==> config.mk <==
export PLATFORM = sky130hd
export DESIGN_NAME = axil_ctrl_master_flat
export DESIGN_NICKNAME = d
export VERILOG_FILES = /design/src/rtl/axil_ctrl_master_if.sv /design/src/rtl/axil_ctrl_master.sv /design/src/flat_wrapper.sv
export SDC_FILE = /design/constraint.sdc
export NUM_CORES = 1
export LEC_CHECK = 0
export ABC_AREA = 1
export BUFFER_PORTS_ARGS = -buffer_cell sky130_fd_sc_hd__buf_2
export CORE_AREA = 3 3 125 91
export CTS_CLUSTER_SIZE = 28
export DETAILED_ROUTE_END_ITERATION = 12
export DIE_AREA = 0 0 128 94
export PLACE_DENSITY = 0.75
export SYNTH_ARGS = -nofsm -noshare
export SYNTH_HDL_FRONTEND = slang
export SYNTH_SLANG_ARGS = --single-unit
export TNS_END_PERCENT = 30
==> constraint.sdc <==
create_clock -name clk_control -period 1.9 [get_ports clk_control]
set_clock_uncertainty 0.2 [all_clocks]
set_input_delay 0.095 -clock clk_control [delete_from_list [all_inputs] [get_ports clk_control]]
set_output_delay 0.095 -clock clk_control [all_outputs]
set_load 0.05 [all_outputs]
==> src/rtl/axil_ctrl_master_if.sv <==
// -----------------------------------------------------------------------------
// axil_ctrl_master_if
// Purpose : AXI4-Lite bus bundle between the control-side initiator
//           (axil_ctrl_master) and a tile's control_S_AXI_* slave port.
// Params  : BW        data width in bits
//           AXI_ADDR  address width in bits
// Modports: master  - drives AW/W/AR channels and BREADY/RREADY
//           slave   - drives AWREADY/WREADY/ARREADY and the B/R channels
// -----------------------------------------------------------------------------
interface axil_ctrl_master_if #(
    parameter int BW       = 32,
    parameter int AXI_ADDR = 8
);
    localparam int BWB = BW / 8;

    // Write address channel
    logic [AXI_ADDR-1:0] m_AXI_AWADDR;
    logic                m_AXI_AWVALID;
    logic                m_AXI_AWREADY;
    // Write data channel
    logic [BW-1:0]       m_AXI_WDATA;
    logic [BWB-1:0]      m_AXI_WSTRB;
    logic                m_AXI_WVALID;
    logic                m_AXI_WREADY;
    // Write response channel
    logic [1:0]          m_AXI_BRESP;
    logic                m_AXI_BVALID;
    logic                m_AXI_BREADY;
    // Read address channel
    logic [AXI_ADDR-1:0] m_AXI_ARADDR;
    logic                m_AXI_ARVALID;
    logic                m_AXI_ARREADY;
    // Read data channel
    logic [BW-1:0]       m_AXI_RDATA;
    logic [1:0]          m_AXI_RRESP;
    logic                m_AXI_RVALID;
    logic                m_AXI_RREADY;

    modport master (
        output m_AXI_AWADDR, m_AXI_AWVALID, input  m_AXI_AWREADY,
        output m_AXI_WDATA,  m_AXI_WSTRB,   m_AXI_WVALID, input m_AXI_WREADY,
        input  m_AXI_BRESP,  m_AXI_BVALID,  output m_AXI_BREADY,
        output m_AXI_ARADDR, m_AXI_ARVALID, input  m_AXI_ARREADY,
        input  m_AXI_RDATA,  m_AXI_RRESP,   m_AXI_RVALID, output m_AXI_RREADY
    );

    modport slave (
        input  m_AXI_AWADDR, m_AXI_AWVALID, output m_AXI_AWREADY,
        input  m_AXI_WDATA,  m_AXI_WSTRB,   m_AXI_WVALID, output m_AXI_WREADY,
        output m_AXI_BRESP,  m_AXI_BVALID,  input  m_AXI_BREADY,
        input  m_AXI_ARADDR, m_AXI_ARVALID, output m_AXI_ARREADY,
        output m_AXI_RDATA,  m_AXI_RRESP,   m_AXI_RVALID, input m_AXI_RREADY
    );
endinterface

==> src/rtl/axil_ctrl_master.sv <==
// -----------------------------------------------------------------------------
// axil_ctrl_master
// Purpose : AXI4-Lite initiator for programming a tile's control registers.
//           Takes one read/write command at a time on a valid/ready command
//           port, runs a single AXI-Lite transaction, and returns data and
//           response on a valid/ready response port.
// Ports   : clk_control, clk_control_rst_low (async assert, active low)
//           cmd_valid/cmd_ready, cmd_write, cmd_addr, cmd_wdata, cmd_wstrb
//           rsp_valid/rsp_ready, rsp_rdata, rsp_resp, rsp_write
//           m_axi : axil_ctrl_master_if.master (AW/W/B/AR/R channels)
// Config  : define AXIL_MASTER_TIMEOUT_EN to add a TO_W-bit watchdog that
//           aborts a stuck transaction with DECERR (2'b11). Without it the
//           block waits indefinitely for the slave.
// -----------------------------------------------------------------------------
module axil_ctrl_master #(
    parameter int BW       = 32,
    parameter int BWB      = BW / 8,
    parameter int AXI_ADDR = 8
`ifdef AXIL_MASTER_TIMEOUT_EN
    ,
    parameter int TO_W     = 16
`endif
) (
    input  logic                clk_control,
    input  logic                clk_control_rst_low,
    input  logic                cmd_valid,
    output logic                cmd_ready,
    input  logic                cmd_write,
    input  logic [AXI_ADDR-1:0] cmd_addr,
    input  logic [BW-1:0]       cmd_wdata,
    input  logic [BWB-1:0]      cmd_wstrb,
    output logic                rsp_valid,
    input  logic                rsp_ready,
    output logic [BW-1:0]       rsp_rdata,
    output logic [1:0]          rsp_resp,
    output logic                rsp_write,
    axil_ctrl_master_if.master  m_axi
);

    typedef enum logic [2:0] {
        S_IDLE  = 3'd0,
        S_WR    = 3'd1,
        S_WR_B  = 3'd2,
        S_RD_AR = 3'd3,
        S_RD_R  = 3'd4,
        S_RSP   = 3'd5
    } state_t;

    state_t              state_q,     state_d;
    logic [AXI_ADDR-1:0] awaddr_q,    awaddr_d;
    logic [AXI_ADDR-1:0] araddr_q,    araddr_d;
    logic [BW-1:0]       wdata_q,     wdata_d;
    logic [BWB-1:0]      wstrb_q,     wstrb_d;
    logic                awvalid_q,   awvalid_d;
    logic                wvalid_q,    wvalid_d;
    logic                bready_q,    bready_d;
    logic                arvalid_q,   arvalid_d;
    logic                rready_q,    rready_d;
    logic                rsp_valid_q, rsp_valid_d;
    logic [BW-1:0]       rsp_rdata_q, rsp_rdata_d;
    logic [1:0]          rsp_resp_q,  rsp_resp_d;
    logic                rsp_write_q, rsp_write_d;
    logic                aw_done_s;
    logic                w_done_s;
`ifdef AXIL_MASTER_TIMEOUT_EN
    logic [TO_W-1:0]     to_cnt_q,    to_cnt_d;
`endif

    // A channel counts as done once its VALID is already low, or it is
    // handshaking this cycle; AW and W never wait on each other.
    assign aw_done_s = !awvalid_q || m_axi.m_AXI_AWREADY;
    assign w_done_s  = !wvalid_q  || m_axi.m_AXI_WREADY;

    assign cmd_ready = (state_q == S_IDLE);

    assign m_axi.m_AXI_AWADDR  = awaddr_q;
    assign m_axi.m_AXI_AWVALID = awvalid_q;
    assign m_axi.m_AXI_WDATA   = wdata_q;
    assign m_axi.m_AXI_WSTRB   = wstrb_q;
    assign m_axi.m_AXI_WVALID  = wvalid_q;
    assign m_axi.m_AXI_BREADY  = bready_q;
    assign m_axi.m_AXI_ARADDR  = araddr_q;
    assign m_axi.m_AXI_ARVALID = arvalid_q;
    assign m_axi.m_AXI_RREADY  = rready_q;
    assign rsp_valid           = rsp_valid_q;
    assign rsp_rdata           = rsp_rdata_q;
    assign rsp_resp            = rsp_resp_q;
    assign rsp_write           = rsp_write_q;

    // Next-state and registered-output computation for the transaction FSM.
    always_comb begin
        state_d     = state_q;
        awaddr_d    = awaddr_q;
        araddr_d    = araddr_q;
        wdata_d     = wdata_q;
        wstrb_d     = wstrb_q;
        awvalid_d   = awvalid_q;
        wvalid_d    = wvalid_q;
        bready_d    = bready_q;
        arvalid_d   = arvalid_q;
        rready_d    = rready_q;
        rsp_valid_d = rsp_valid_q;
        rsp_rdata_d = rsp_rdata_q;
        rsp_resp_d  = rsp_resp_q;
        rsp_write_d = rsp_write_q;
`ifdef AXIL_MASTER_TIMEOUT_EN
        to_cnt_d    = to_cnt_q;
`endif

        case (state_q)
            S_IDLE: begin
                if (cmd_valid) begin
                    rsp_write_d = cmd_write;
`ifdef AXIL_MASTER_TIMEOUT_EN
                    to_cnt_d    = {TO_W{1'b0}};
`endif
                    if (cmd_write) begin
                        awaddr_d  = cmd_addr;
                        wdata_d   = cmd_wdata;
                        wstrb_d   = cmd_wstrb;
                        awvalid_d = 1'b1;
                        wvalid_d  = 1'b1;
                        state_d   = S_WR;
                    end else begin
                        araddr_d  = cmd_addr;
                        arvalid_d = 1'b1;
                        state_d   = S_RD_AR;
                    end
                end else begin
                    state_d = S_IDLE;
                end
            end
            S_WR: begin
                if (awvalid_q && m_axi.m_AXI_AWREADY) begin
                    awvalid_d = 1'b0;
                end else begin
                    awvalid_d = awvalid_q;
                end
                if (wvalid_q && m_axi.m_AXI_WREADY) begin
                    wvalid_d = 1'b0;
                end else begin
                    wvalid_d = wvalid_q;
                end
                if (aw_done_s && w_done_s) begin
                    bready_d = 1'b1;
                    state_d  = S_WR_B;
                end else begin
                    state_d  = S_WR;
                end
            end
            S_WR_B: begin
                if (m_axi.m_AXI_BVALID) begin
                    bready_d    = 1'b0;
                    rsp_resp_d  = m_axi.m_AXI_BRESP;
                    rsp_rdata_d = {BW{1'b0}};
                    rsp_valid_d = 1'b1;
                    state_d     = S_RSP;
                end else begin
                    state_d     = S_WR_B;
                end
            end
            S_RD_AR: begin
                if (m_axi.m_AXI_ARREADY) begin
                    arvalid_d = 1'b0;
                    rready_d  = 1'b1;
                    state_d   = S_RD_R;
                end else begin
                    state_d   = S_RD_AR;
                end
            end
            S_RD_R: begin
                if (m_axi.m_AXI_RVALID) begin
                    rready_d    = 1'b0;
                    rsp_rdata_d = m_axi.m_AXI_RDATA;
                    rsp_resp_d  = m_axi.m_AXI_RRESP;
                    rsp_valid_d = 1'b1;
                    state_d     = S_RSP;
                end else begin
                    state_d     = S_RD_R;
                end
            end
            S_RSP: begin
                if (rsp_ready) begin
                    rsp_valid_d = 1'b0;
                    state_d     = S_IDLE;
                end else begin
                    state_d     = S_RSP;
                end
            end
            default: begin
                awvalid_d   = 1'b0;
                wvalid_d    = 1'b0;
                bready_d    = 1'b0;
                arvalid_d   = 1'b0;
                rready_d    = 1'b0;
                rsp_valid_d = 1'b0;
                state_d     = S_IDLE;
            end
        endcase

`ifdef AXIL_MASTER_TIMEOUT_EN
        // Watchdog: a transaction completing on the expiry cycle keeps its
        // real response; otherwise the bus is released and DECERR reported.
        if ((state_q == S_WR) || (state_q == S_WR_B) ||
            (state_q == S_RD_AR) || (state_q == S_RD_R)) begin
            to_cnt_d = to_cnt_q + {{(TO_W-1){1'b0}}, 1'b1};
            if ((&to_cnt_q) && (state_d != S_RSP)) begin
                awvalid_d   = 1'b0;
                wvalid_d    = 1'b0;
                bready_d    = 1'b0;
                arvalid_d   = 1'b0;
                rready_d    = 1'b0;
                rsp_resp_d  = 2'b11;
                rsp_rdata_d = {BW{1'b0}};
                rsp_valid_d = 1'b1;
                state_d     = S_RSP;
            end else begin
                state_d     = state_d;
            end
        end else begin
            to_cnt_d = to_cnt_d;
        end
`endif
    end

    // State and output registers; reset abandons any transaction in flight.
    always_ff @(posedge clk_control or negedge clk_control_rst_low) begin
        if (!clk_control_rst_low) begin
            state_q     <= S_IDLE;
            awaddr_q    <= {AXI_ADDR{1'b0}};
            araddr_q    <= {AXI_ADDR{1'b0}};
            wdata_q     <= {BW{1'b0}};
            wstrb_q     <= {BWB{1'b0}};
            awvalid_q   <= 1'b0;
            wvalid_q    <= 1'b0;
            bready_q    <= 1'b0;
            arvalid_q   <= 1'b0;
            rready_q    <= 1'b0;
            rsp_valid_q <= 1'b0;
            rsp_rdata_q <= {BW{1'b0}};
            rsp_resp_q  <= 2'b00;
            rsp_write_q <= 1'b0;
`ifdef AXIL_MASTER_TIMEOUT_EN
            to_cnt_q    <= {TO_W{1'b0}};
`endif
        end else begin
            state_q     <= state_d;
            awaddr_q    <= awaddr_d;
            araddr_q    <= araddr_d;
            wdata_q     <= wdata_d;
            wstrb_q     <= wstrb_d;
            awvalid_q   <= awvalid_d;
            wvalid_q    <= wvalid_d;
            bready_q    <= bready_d;
            arvalid_q   <= arvalid_d;
            rready_q    <= rready_d;
            rsp_valid_q <= rsp_valid_d;
            rsp_rdata_q <= rsp_rdata_d;
            rsp_resp_q  <= rsp_resp_d;
            rsp_write_q <= rsp_write_d;
`ifdef AXIL_MASTER_TIMEOUT_EN
            to_cnt_q    <= to_cnt_d;
`endif
        end
    end

endmodule

==> src/flat_wrapper.sv <==
// flat-port wrapper written by rule: the top's interface ports become plain ports
module axil_ctrl_master_flat 
#(
    parameter int BW       = 32,
    parameter int BWB      = BW / 8,
    parameter int AXI_ADDR = 8

)
  (clk_control, clk_control_rst_low, cmd_valid, cmd_ready, cmd_write, cmd_addr, cmd_wdata, cmd_wstrb, rsp_valid, rsp_ready, rsp_rdata, rsp_resp, rsp_write, m_axi_m_AXI_AWADDR, m_axi_m_AXI_AWVALID, m_axi_m_AXI_AWREADY, m_axi_m_AXI_WDATA, m_axi_m_AXI_WSTRB, m_axi_m_AXI_WVALID, m_axi_m_AXI_WREADY, m_axi_m_AXI_BRESP, m_axi_m_AXI_BVALID, m_axi_m_AXI_BREADY, m_axi_m_AXI_ARADDR, m_axi_m_AXI_ARVALID, m_axi_m_AXI_ARREADY, m_axi_m_AXI_RDATA, m_axi_m_AXI_RRESP, m_axi_m_AXI_RVALID, m_axi_m_AXI_RREADY);
  axil_ctrl_master_if #(.BW(BW), .AXI_ADDR(AXI_ADDR)) m_axi_i ();
  input  logic clk_control;
  input  logic clk_control_rst_low;
  input  logic cmd_valid;
  output logic cmd_ready;
  input  logic cmd_write;
  input  logic [AXI_ADDR-1:0] cmd_addr;
  input  logic [BW-1:0] cmd_wdata;
  input  logic [BWB-1:0] cmd_wstrb;
  output logic rsp_valid;
  input  logic rsp_ready;
  output logic [BW-1:0] rsp_rdata;
  output logic [1:0] rsp_resp;
  output logic rsp_write;
  output wire logic [$bits(m_axi_i.m_AXI_AWADDR)-1:0] m_axi_m_AXI_AWADDR;
  output wire logic [$bits(m_axi_i.m_AXI_AWVALID)-1:0] m_axi_m_AXI_AWVALID;
  input wire logic [$bits(m_axi_i.m_AXI_AWREADY)-1:0] m_axi_m_AXI_AWREADY;
  output wire logic [$bits(m_axi_i.m_AXI_WDATA)-1:0] m_axi_m_AXI_WDATA;
  output wire logic [$bits(m_axi_i.m_AXI_WSTRB)-1:0] m_axi_m_AXI_WSTRB;
  output wire logic [$bits(m_axi_i.m_AXI_WVALID)-1:0] m_axi_m_AXI_WVALID;
  input wire logic [$bits(m_axi_i.m_AXI_WREADY)-1:0] m_axi_m_AXI_WREADY;
  input wire logic [$bits(m_axi_i.m_AXI_BRESP)-1:0] m_axi_m_AXI_BRESP;
  input wire logic [$bits(m_axi_i.m_AXI_BVALID)-1:0] m_axi_m_AXI_BVALID;
  output wire logic [$bits(m_axi_i.m_AXI_BREADY)-1:0] m_axi_m_AXI_BREADY;
  output wire logic [$bits(m_axi_i.m_AXI_ARADDR)-1:0] m_axi_m_AXI_ARADDR;
  output wire logic [$bits(m_axi_i.m_AXI_ARVALID)-1:0] m_axi_m_AXI_ARVALID;
  input wire logic [$bits(m_axi_i.m_AXI_ARREADY)-1:0] m_axi_m_AXI_ARREADY;
  input wire logic [$bits(m_axi_i.m_AXI_RDATA)-1:0] m_axi_m_AXI_RDATA;
  input wire logic [$bits(m_axi_i.m_AXI_RRESP)-1:0] m_axi_m_AXI_RRESP;
  input wire logic [$bits(m_axi_i.m_AXI_RVALID)-1:0] m_axi_m_AXI_RVALID;
  output wire logic [$bits(m_axi_i.m_AXI_RREADY)-1:0] m_axi_m_AXI_RREADY;
  assign m_axi_m_AXI_AWADDR = m_axi_i.m_AXI_AWADDR;
  assign m_axi_m_AXI_AWVALID = m_axi_i.m_AXI_AWVALID;
  assign m_axi_i.m_AXI_AWREADY = m_axi_m_AXI_AWREADY;
  assign m_axi_m_AXI_WDATA = m_axi_i.m_AXI_WDATA;
  assign m_axi_m_AXI_WSTRB = m_axi_i.m_AXI_WSTRB;
  assign m_axi_m_AXI_WVALID = m_axi_i.m_AXI_WVALID;
  assign m_axi_i.m_AXI_WREADY = m_axi_m_AXI_WREADY;
  assign m_axi_i.m_AXI_BRESP = m_axi_m_AXI_BRESP;
  assign m_axi_i.m_AXI_BVALID = m_axi_m_AXI_BVALID;
  assign m_axi_m_AXI_BREADY = m_axi_i.m_AXI_BREADY;
  assign m_axi_m_AXI_ARADDR = m_axi_i.m_AXI_ARADDR;
  assign m_axi_m_AXI_ARVALID = m_axi_i.m_AXI_ARVALID;
  assign m_axi_i.m_AXI_ARREADY = m_axi_m_AXI_ARREADY;
  assign m_axi_i.m_AXI_RDATA = m_axi_m_AXI_RDATA;
  assign m_axi_i.m_AXI_RRESP = m_axi_m_AXI_RRESP;
  assign m_axi_i.m_AXI_RVALID = m_axi_m_AXI_RVALID;
  assign m_axi_m_AXI_RREADY = m_axi_i.m_AXI_RREADY;
  axil_ctrl_master #(.BW(BW), .BWB(BWB), .AXI_ADDR(AXI_ADDR)) u_core (.clk_control(clk_control), .clk_control_rst_low(clk_control_rst_low), .cmd_valid(cmd_valid), .cmd_ready(cmd_ready), .cmd_write(cmd_write), .cmd_addr(cmd_addr), .cmd_wdata(cmd_wdata), .cmd_wstrb(cmd_wstrb), .rsp_valid(rsp_valid), .rsp_ready(rsp_ready), .rsp_rdata(rsp_rdata), .rsp_resp(rsp_resp), .rsp_write(rsp_write), .m_axi(m_axi_i));
endmodule
==> impl_metrics.tcl, run 1 <==
set metrics [dict create \
    syn_inst 472 \
    finalMaxSlewViolations 0 \
    cp_data_arrival_time_ps 1810 \
    rsz0062_at_grt "true" \
    period_share_pct 94.0 \
    max_freq_mhz 560 \
    maxCapViolations 0 \
    core-area_sq_mm 0.0102 \
    powerDensity_mw_per_mm2 1890 \
    synthToLayoutAreaGrowth_pct 54.1 \
    die-area_sq_mm 0.0120 \
    min_period_ps 1790 \
    synth-seq-cells 96 \
    worstSetupPathType "reg2reg" \
    setup_viol 0 \
    synth_area_per_cell_sq_um 8.68 \
    num_antenna_cells 0 \
    peakVddDrop_v 0.00110 \
    fin_util_pct 61.6 \
    synth-edff-count 0 \
    ios 184 \
    multi_input_area_sq_mm 0.00143 \
    gp_congestion 0.899 \
    die_h_microns 94 \
    drt_iter0_drc 212 \
    endpoint_kind "flop" \
    seqCellArea_sq_mm 0.00240 \
    start_util_pct 40.0 \
    synth_commonest_cells "nand2_1, dfrtp_1, nand3_1" \
    ys_types 21 \
    finalHoldViolCount 0 \
    r2r_start "u_core.state_q[1]$_DFF_PN0_" \
    endpoint "u_core.rsp_rdata[8]$_DFFE_PN0P_" \
    synth.largest_area_cell "dfrtp_1" \
    rr_worst_depth 4 \
    crit_start "u_core.state_q[1]$_DFF_PN0_" \
    num_rows 31 \
    postRouteAntennaNets 0 \
    grt_max_degree 55 \
    first_global_vias 4242 \
    cts_tree "yes" \
    htree_levels 3 \
    die_w_microns 128 \
    syn_nets 562 \
    fillCellCount 833 \
    clock_latency_ps 330 \
    slew_headroom_pct 68.3 \
    track_usage_pct 21.8 \
    clock_path_buffers 2 \
    synth.most_common_cell "nand2_1" \
    reg2reg_to "u_core.rsp_rdata[8]$_DFFE_PN0P_" \
    route.detailed.drc 0 \
    synthFlopType "dfrtp_1" \
    routed_wl_microns 13200 \
    drive_gt1_share_pct 30.1 \
    crit_fanout 34 \
    detail_route.wl_per_cell_microns 15.1 \
    dp.final_hpwl_microns 8330 \
    ys_top_cells_by_area "dfrtp_1, nand2_1, nand3_1" \
    yosysWarningCount 0 \
    clk_pin_slew_worst_paths_ps 70 \
    tightest_slew_ps 475 \
    overflow 0 \
    numPlacedInstances 771 \
    cts_made_buffers 9 \
    viasPerCell 4.95 \
    seq_area_frac_synth_pct 58.6 \
    antenna_found_initial 0 \
    cts_setup_buffers 0 \
    start_kind "flop" \
    synthArstFlopShare_pct 100 \
    power_leakage_nw 3.46 \
    vias 4331 \
    drt-pass1-iter-count 5 \
    status "complete, no violations" \
    post-synth-top-area-fraction_pct 58.6 \
    cts_num_sinks 96 \
    r2r_slack_ps 110 \
    hp-class "in2async" \
    final_cells 875 \
    cts-root-buf "clkbuf_16" \
    required_ps 1920 \
    grt_pass1_wl_microns 20800 \
    io_buffers 183 \
    final_nets 828 \
    syn_area_sq_mm 0.00410 \
]
stage by stage:
step	hold slack, ps	area, sq um	power [mW]	setup WS [ps]	TNS [ps]
global placement	-122	5160	9.97	243	0
CTS	70.5	6310	12.0	89.0	0
detailed placement	-114	5160	10.1	188	0
global route	82.1	6310	12.6	-11.2	-16.4
floorplan	-401	4100	8.47	42.7	0
finish	65.6	6310	11.9	113	0
routing by layer:
layer | track usage (%) | part of all wire (%) | up-vias | wire, microns
met2 | 36.0 | 48 | 228 | 6350
met1 | 28.2 | 41 | 2034 | 5440
met4 | 5.65 | 1.3 | 0 | 174
met3 | 6.53 | 9.3 | 20 | 1230
li1 | - | - | 2049 | -
met5 | 0 | 0 | - | 0
layout make-up:
class,instances,area share (%)
sequential,96,38.1
timing repair buffer,285,30.8
multi-input combinational,320,22.7
clock buffer,14,4.02
tap,132,2.62
inverter,26,1.55
clock inverter,2,0.238
cells by family (layout without fill, tap and decap cells):
kind of cell | after synthesis | in the layout | share of synthesized area [%]
AND/OR/NAND/NOR | 264 | 264 | 27.7
buffers and inverters | 56 | 327 | 6.35
AO/OA/AOI/OAI | 56 | 56 | 7.30
flip-flops | 96 | 96 | 58.6
report_power, final:
group,internal [mW],switching [mW],total (mW),leakage (nW)
logic,1.57,5.20,6.77,2.09
registers,2.96,0.561,3.52,1.24
clock network,0.926,0.720,1.65,0.123
critical path, cell delays in order (launching register included):
cell and delay (ps):
dfrtp_1 450, nor2_4 230, buf_4 370, nand3_1 150
o21ai_0 260
placed cells by master, fill, tap and decap left out, drive strengths merged, types with 2 or more instances in the layout:
cell type / netlist / layout
buf: 19 / 196
nand3b: 2 / 2
o21ai: 54 / 54
inv: 26 / 26
nor2: 8 / 8
a21oi: 2 / 2
nand3: 81 / 81
dfrtp: 96 / 96
clkinvlp: 0 / 2
nand2: 172 / 172
dlygate4sd3: 0 / 88
clkbuf: 11 / 15
sequential cells by signal, summed over array words and instances, names as in the netlist:
signal / flops
u_core.m_axi.m_AXI_WDATA: 32
u_core.rsp_rdata: 32
u_core.m_axi.m_AXI_ARADDR: 8
u_core.m_axi.m_AXI_AWADDR: 8
u_core.m_axi.m_AXI_WSTRB: 4
u_core.state_q: 3
u_core.rsp_resp: 2
u_core.m_axi.m_AXI_ARVALID: 1
u_core.m_axi.m_AXI_AWVALID: 1
u_core.m_axi.m_AXI_BREADY: 1
u_core.m_axi.m_AXI_RREADY: 1
u_core.m_axi.m_AXI_WVALID: 1
u_core.rsp_valid: 1
u_core.rsp_write: 1
what timing repair did:
item	in CTS	in global routing
hold endpoints to repair	189	0
setup endpoints to repair	0	3
hold buffers	88	0
gates resized for setup	0	1
worst min path at each step:
stage	endpoint	slack, ps	cells past startpoint
final	u_core.rsp_rdata[12]$_DFFE_PN0P_	70	2
after global routing	u_core.rsp_rdata[17]$_DFFE_PN0P_	80	2
after CTS	u_core.rsp_rdata[11]$_DFFE_PN0P_	70	2
after detailed placement	u_core.rsp_rdata[11]$_DFFE_PN0P_	-110	1
after global placement	u_core.rsp_rdata[13]$_DFFE_PN0P_	-120	1
after floorplan	u_core.m_axi.m_AXI_ARADDR[0]$_DFFE_PN0P_	-400	0
Power figures use the tool's default switching activity.
==> run 2: changes to the inputs <==
- CORE_AREA: 3 3 125 91 -> 3 3 116 85
- DIE_AREA: 0 0 128 94 -> 0 0 119 88
- PLACE_DENSITY: 0.75 -> 0.84
==> impl_metrics.tcl, run 2 (synthesis gave the netlist of run 1 again) <==
set metrics [dict create \
    multi_input_area_sq_mm 0.00145 \
    final_common_cell "buf_2" \
    maxCapViolations 0 \
    endpoint_kind "output pin" \
    final_area_sq_mm 0.00635 \
    cts_num_sinks 96 \
    start_kind "flop" \
    slew_headroom_pct 70.6 \
    drt_iter0_drc 438 \
    seqCellArea_sq_mm 0.00240 \
    drive_gt1_share_pct 30.6 \
    overflow 0 \
    cp_data_arrival_time_ps 1520 \
    cts_made_buffers 9 \
    peakVddDrop_v 0.00141 \
    worstHoldEndpoint "u_core.m_axi.m_AXI_WVALID$_DFFE_PN0P_" \
    routed_wl_microns 13700 \
    final_cells 866 \
    clock_path_buffers 2 \
    power_leakage_nw 3.48 \
    required_ps 1600 \
    start_util_pct 46.1 \
    numPlacedInstances 761 \
    detail_route.wl_per_cell_microns 15.8 \
    post-place-ws_ps 42.3 \
    worstSetupPathType "reg2out" \
    antenna_found_initial 0 \
    layout_setup_ws_ps 89.9 \
    powerDensity_mw_per_mm2 1930 \
    vias 4405 \
    whs_path_depth 8 \
    clk_pin_slew_worst_paths_ps 60 \
    synthToLayoutAreaGrowth_pct 55.0 \
    min_period_ps 1810 \
    cts_tree "yes" \
    finalMaxSlewViolations 0 \
    period_share_pct 95.3 \
    placed_area_sq_mm 0.00513 \
    num_rows 29 \
    track_usage_pct 26.3 \
    max_freq_mhz 552 \
    grt_pass1_wl_microns 21900 \
    min_from "m_axi_m_AXI_WREADY" \
    cts-root-buf "clkbuf_16" \
    layout_common_cells "buf_2, nand2_1, dfrtp_1, dlygate4sd3_1, nand3_1" \
    postRouteAntennaNets 0 \
    status "complete, no violations" \
    finalHoldViolCount 0 \
    die-area_sq_mm 0.0105 \
    dp.final_hpwl_microns 8100 \
    tightest_slew_ps 441 \
    rr_worst_depth 7 \
    clock_latency_ps 330 \
    route.detailed.drc 0 \
    r2r_slack_ps 90 \
    hp-class "in2reg" \
    io_buffers 183 \
    htree_levels 3 \
    viasPerCell 5.09 \
    fillCellCount 599 \
    gp_congestion 0.835 \
    reg2reg_to "u_core.m_axi.m_AXI_AWADDR[0]$_DFFE_PN0P_" \
    die_w_microns 119 \
    r2r_start "u_core.state_q[1]$_DFF_PN0_" \
    first_global_vias 4355 \
    final_nets 827 \
    drt-pass1-iter-count 5 \
    core-area_sq_mm 0.00889 \
    grt_max_degree 52 \
    setup_viol 0 \
    num_antenna_cells 0 \
    die_h_microns 88 \
    ios 184 \
    crit_fanout 6 \
]
[run 2: area by class of cell]
cell class / instances / area share (%)
flip-flops and latches: 96 / 37.8
repair buffers: 284 / 30.5
multi-input cells: 320 / 22.8
clock buffers: 10 / 3.76
well taps: 124 / 2.44
inverters: 26 / 1.54
clock inverters: 6 / 1.14
[run 2: what timing repair did]
action	CTS	global route
hold buffers	88	0
resized for setup	0	7
setup endpoints to repair	0	45
hold endpoints to repair	188	0
buffers inserted	0	1
[run 2: power by group]
group / internal, mW / switching (mW)
Clock: 1.08 / 0.794
Sequential: 2.95 / 0.576
Combinational: 1.59 / 5.26
[run 2: worst max path at each step]
stage                                            from                                       end  slack, ps
final                     u_core.state_q[1]$_DFF_PN0_                                 cmd_ready         90
after global routing      u_core.state_q[1]$_DFF_PN0_                                 cmd_ready        -10
after CTS                 u_core.state_q[1]$_DFF_PN0_  u_core.m_axi.m_AXI_AWADDR[2]$_DFFE_PN0P_         50
after detailed placement  u_core.state_q[1]$_DFF_PN0_  u_core.m_axi.m_AXI_AWADDR[0]$_DFFE_PN0P_         40
after global placement    u_core.state_q[1]$_DFF_PN0_  u_core.m_axi.m_AXI_AWADDR[1]$_DFFE_PN0P_        140
after floorplan           u_core.state_q[0]$_DFF_PN0_  u_core.m_axi.m_AXI_ARADDR[6]$_DFFE_PN0P_         40
[run 2: critical path, stage by stage (launching register included)]
cell      delay [ps]
dfrtp_1          460
nor2_4           180
nand2_2          140
inv_1            140
clkbuf_4         260
[run 2: per-stage QoR]
step | hold WS, ps | power [mW] | setup TNS [ps] | utilization, %
after global routing | 65.4 | 12.9 | -13.8 | 71.4
after global placement | -137 | 9.91 | 0 | 57.8
after detailed placement | -133 | 10.1 | 0 | 57.8
final | 13.2 | 12.3 | 0 | 71.4
after floorplan | -401 | 8.47 | 0 | -
after CTS | 2.69 | 12.1 | 0 | 71.2
[run 2: metal layers]
layer / vias to the layer above / routed length [microns] / global-route usage, %
met5: - / 0 / 0
met4: 0 / 189 / 6.62
met3: 22 / 1490 / 8.72
met2: 281 / 6650 / 45.0
met1: 2050 / 5370 / 32.6
li1: 2052 / - / -
==> run 3: changes to the inputs <==
- CORE_AREA: 3 3 116 85 -> 2 2 115 84
- DIE_AREA: 0 0 119 88 -> 0 0 117 86
- HOLD_SLACK_MARGIN: default -> 0.05
==> impl_metrics.tcl, run 3 (synthesis gave the netlist of run 1 again) <==
set metrics [dict create \
    drt-pass1-iter-count 6 \
    num_antenna_cells 0 \
    layout_common_cells "buf_2, nand2_1, dfrtp_1, dlygate4sd3_1, nand3_1" \
    comb_power_share_pct 56.3 \
    core-area_sq_mm 0.00889 \
    numPlacedInstances 761 \
    drt_iter0_drc 457 \
    clock_power_share_pct 14.6 \
    required_ps 1920 \
    start_util_pct 46.1 \
    placed_area_sq_mm 0.00512 \
    dp.final_hpwl_microns 7640 \
    die_w_microns 117 \
    final_area_sq_mm 0.00631 \
    final_cells 866 \
    antenna_found_initial 0 \
    fillCellCount 583 \
    die-area_sq_mm 0.0101 \
    cts_made_buffers 9 \
    min_period_ps 1820 \
    track_usage_pct 27.0 \
    powerDensity_mw_per_mm2 1930 \
    grt_pass1_wl_microns 20900 \
    finalHoldViolCount 0 \
    p_sw_mw 6.62 \
    maxCapViolations 0 \
    setup_viol 0 \
    tightest_slew_ps 460 \
    clock_path_buffers 2 \
    period_share_pct 95.8 \
    hp-class "in2async" \
    io_buffers 183 \
    clock_latency_ps 330 \
    overflow 0 \
    routed_wl_microns 13900 \
    clk_pin_slew_worst_paths_ps 60 \
    viasPerCell 5.16 \
    power_leakage_nw 3.47 \
    slew_headroom_pct 69.3 \
    p_int_mw 5.57 \
    final_common_cell "buf_2" \
    grt_max_degree 66 \
    peakVddDrop_v 0.00165 \
    rsz0062_at_grt "false" \
    cts_tree "yes" \
    endpoint_kind "flop" \
    first_global_vias 4319 \
    p_sw_share_pct 54.3 \
    htree_levels 3 \
    vias 4472 \
    max_freq_mhz 549 \
    synthToLayoutAreaGrowth_pct 54.2 \
    setup_tns_ps 0 \
    num_rows 29 \
    cts_num_sinks 96 \
    gp_congestion 0.952 \
    status "complete, no violations" \
    route.detailed.drc 0 \
    detail_route.wl_per_cell_microns 16.1 \
    die_h_microns 86 \
    finalPower_mw 12.2 \
    ios 184 \
    finalMaxSlewViolations 0 \
    start_kind "flop" \
    postRouteAntennaNets 0 \
    seq_power_share_pct 29.0 \
    drive_gt1_share_pct 30.3 \
    cts-root-buf "clkbuf_16" \
    cp_data_arrival_time_ps 1840 \
    worstSetupPathType "reg2reg" \
    crit_fanout 65 \
    final_nets 828 \
]
-- run 3: metrics by stage --
step	setup WS, ps	hold WS, ps	util (%)
after global routing	0.504	104	71.0
after detailed placement	81.9	-126	57.6
after floorplan	42.7	-401	-
after CTS	83.7	62.0	70.8
final	79.2	64.8	71.0
after global placement	181	-126	57.6
-- run 3: cell type report --
class                      count  area, sq um  area share [%]
tap                          124          155            2.46
sequential                    96         2400            38.0
inverter                      26         97.6            1.55
clock inverter                 3         42.5           0.674
clock buffer                  12          246            3.90
multi-input combinational    320         1430            22.7
timing repair buffer         285         1940            30.7
-- run 3: critical path, stage by stage, from the launching register on --
cell and delay (ps):
dfrtp_1 440, nor2_4 190, nand2_2 130, nand2_1 100, nand3_2 130, buf_12 220, o21ai_0 270
-- run 3: final timing paths --
kind | from | end | slack (ps) | cells past startpoint
min in group clk_control | cmd_write | u_core.m_axi.m_AXI_WVALID$_DFFE_PN0P_ | 100 | 8
max in group asynchronous | clk_control_rst_low | u_core.rsp_write$_DFFE_PN0P_ | 750 | 3
min reg2reg | u_core.m_axi.m_AXI_WDATA[16]$_DFFE_PN0P_ | u_core.m_axi.m_AXI_WDATA[16]$_DFFE_PN0P_ | 270 | 2
min | clk_control_rst_low | u_core.rsp_rdata[11]$_DFFE_PN0P_ | 60 | 2
max | u_core.state_q[1]$_DFF_PN0_ | u_core.rsp_rdata[14]$_DFFE_PN0P_ | 80 | 6
max reg2reg | u_core.state_q[1]$_DFF_PN0_ | u_core.rsp_rdata[14]$_DFFE_PN0P_ | 80 | 6
-- run 3: metal layers --
layer | global-route usage (%) | part of all wire (%)
met5 | 0 | 0
met4 | 11.2 | 3.0
met3 | 8.20 | 11
met2 | 45.0 | 47
met1 | 32.8 | 39
-- run 3: what timing repair did --
action,in CTS,in global routing
gates resized for setup,0,4
endpoints found under the setup margin,0,29
setup buffers,0,2
hold buffers,88,0
endpoints found under the hold margin,190,0
-- run 3: power groups by stage --
stage	sequential, mW	combinational [mW]	clock, mW
after CTS	3.48	6.66	1.82
after global routing	3.62	7.26	1.90
final	3.54	6.87	1.78
after floorplan	6.55	1.92	0
after detailed placement	3.48	6.53	0
after global placement	3.47	6.39	0
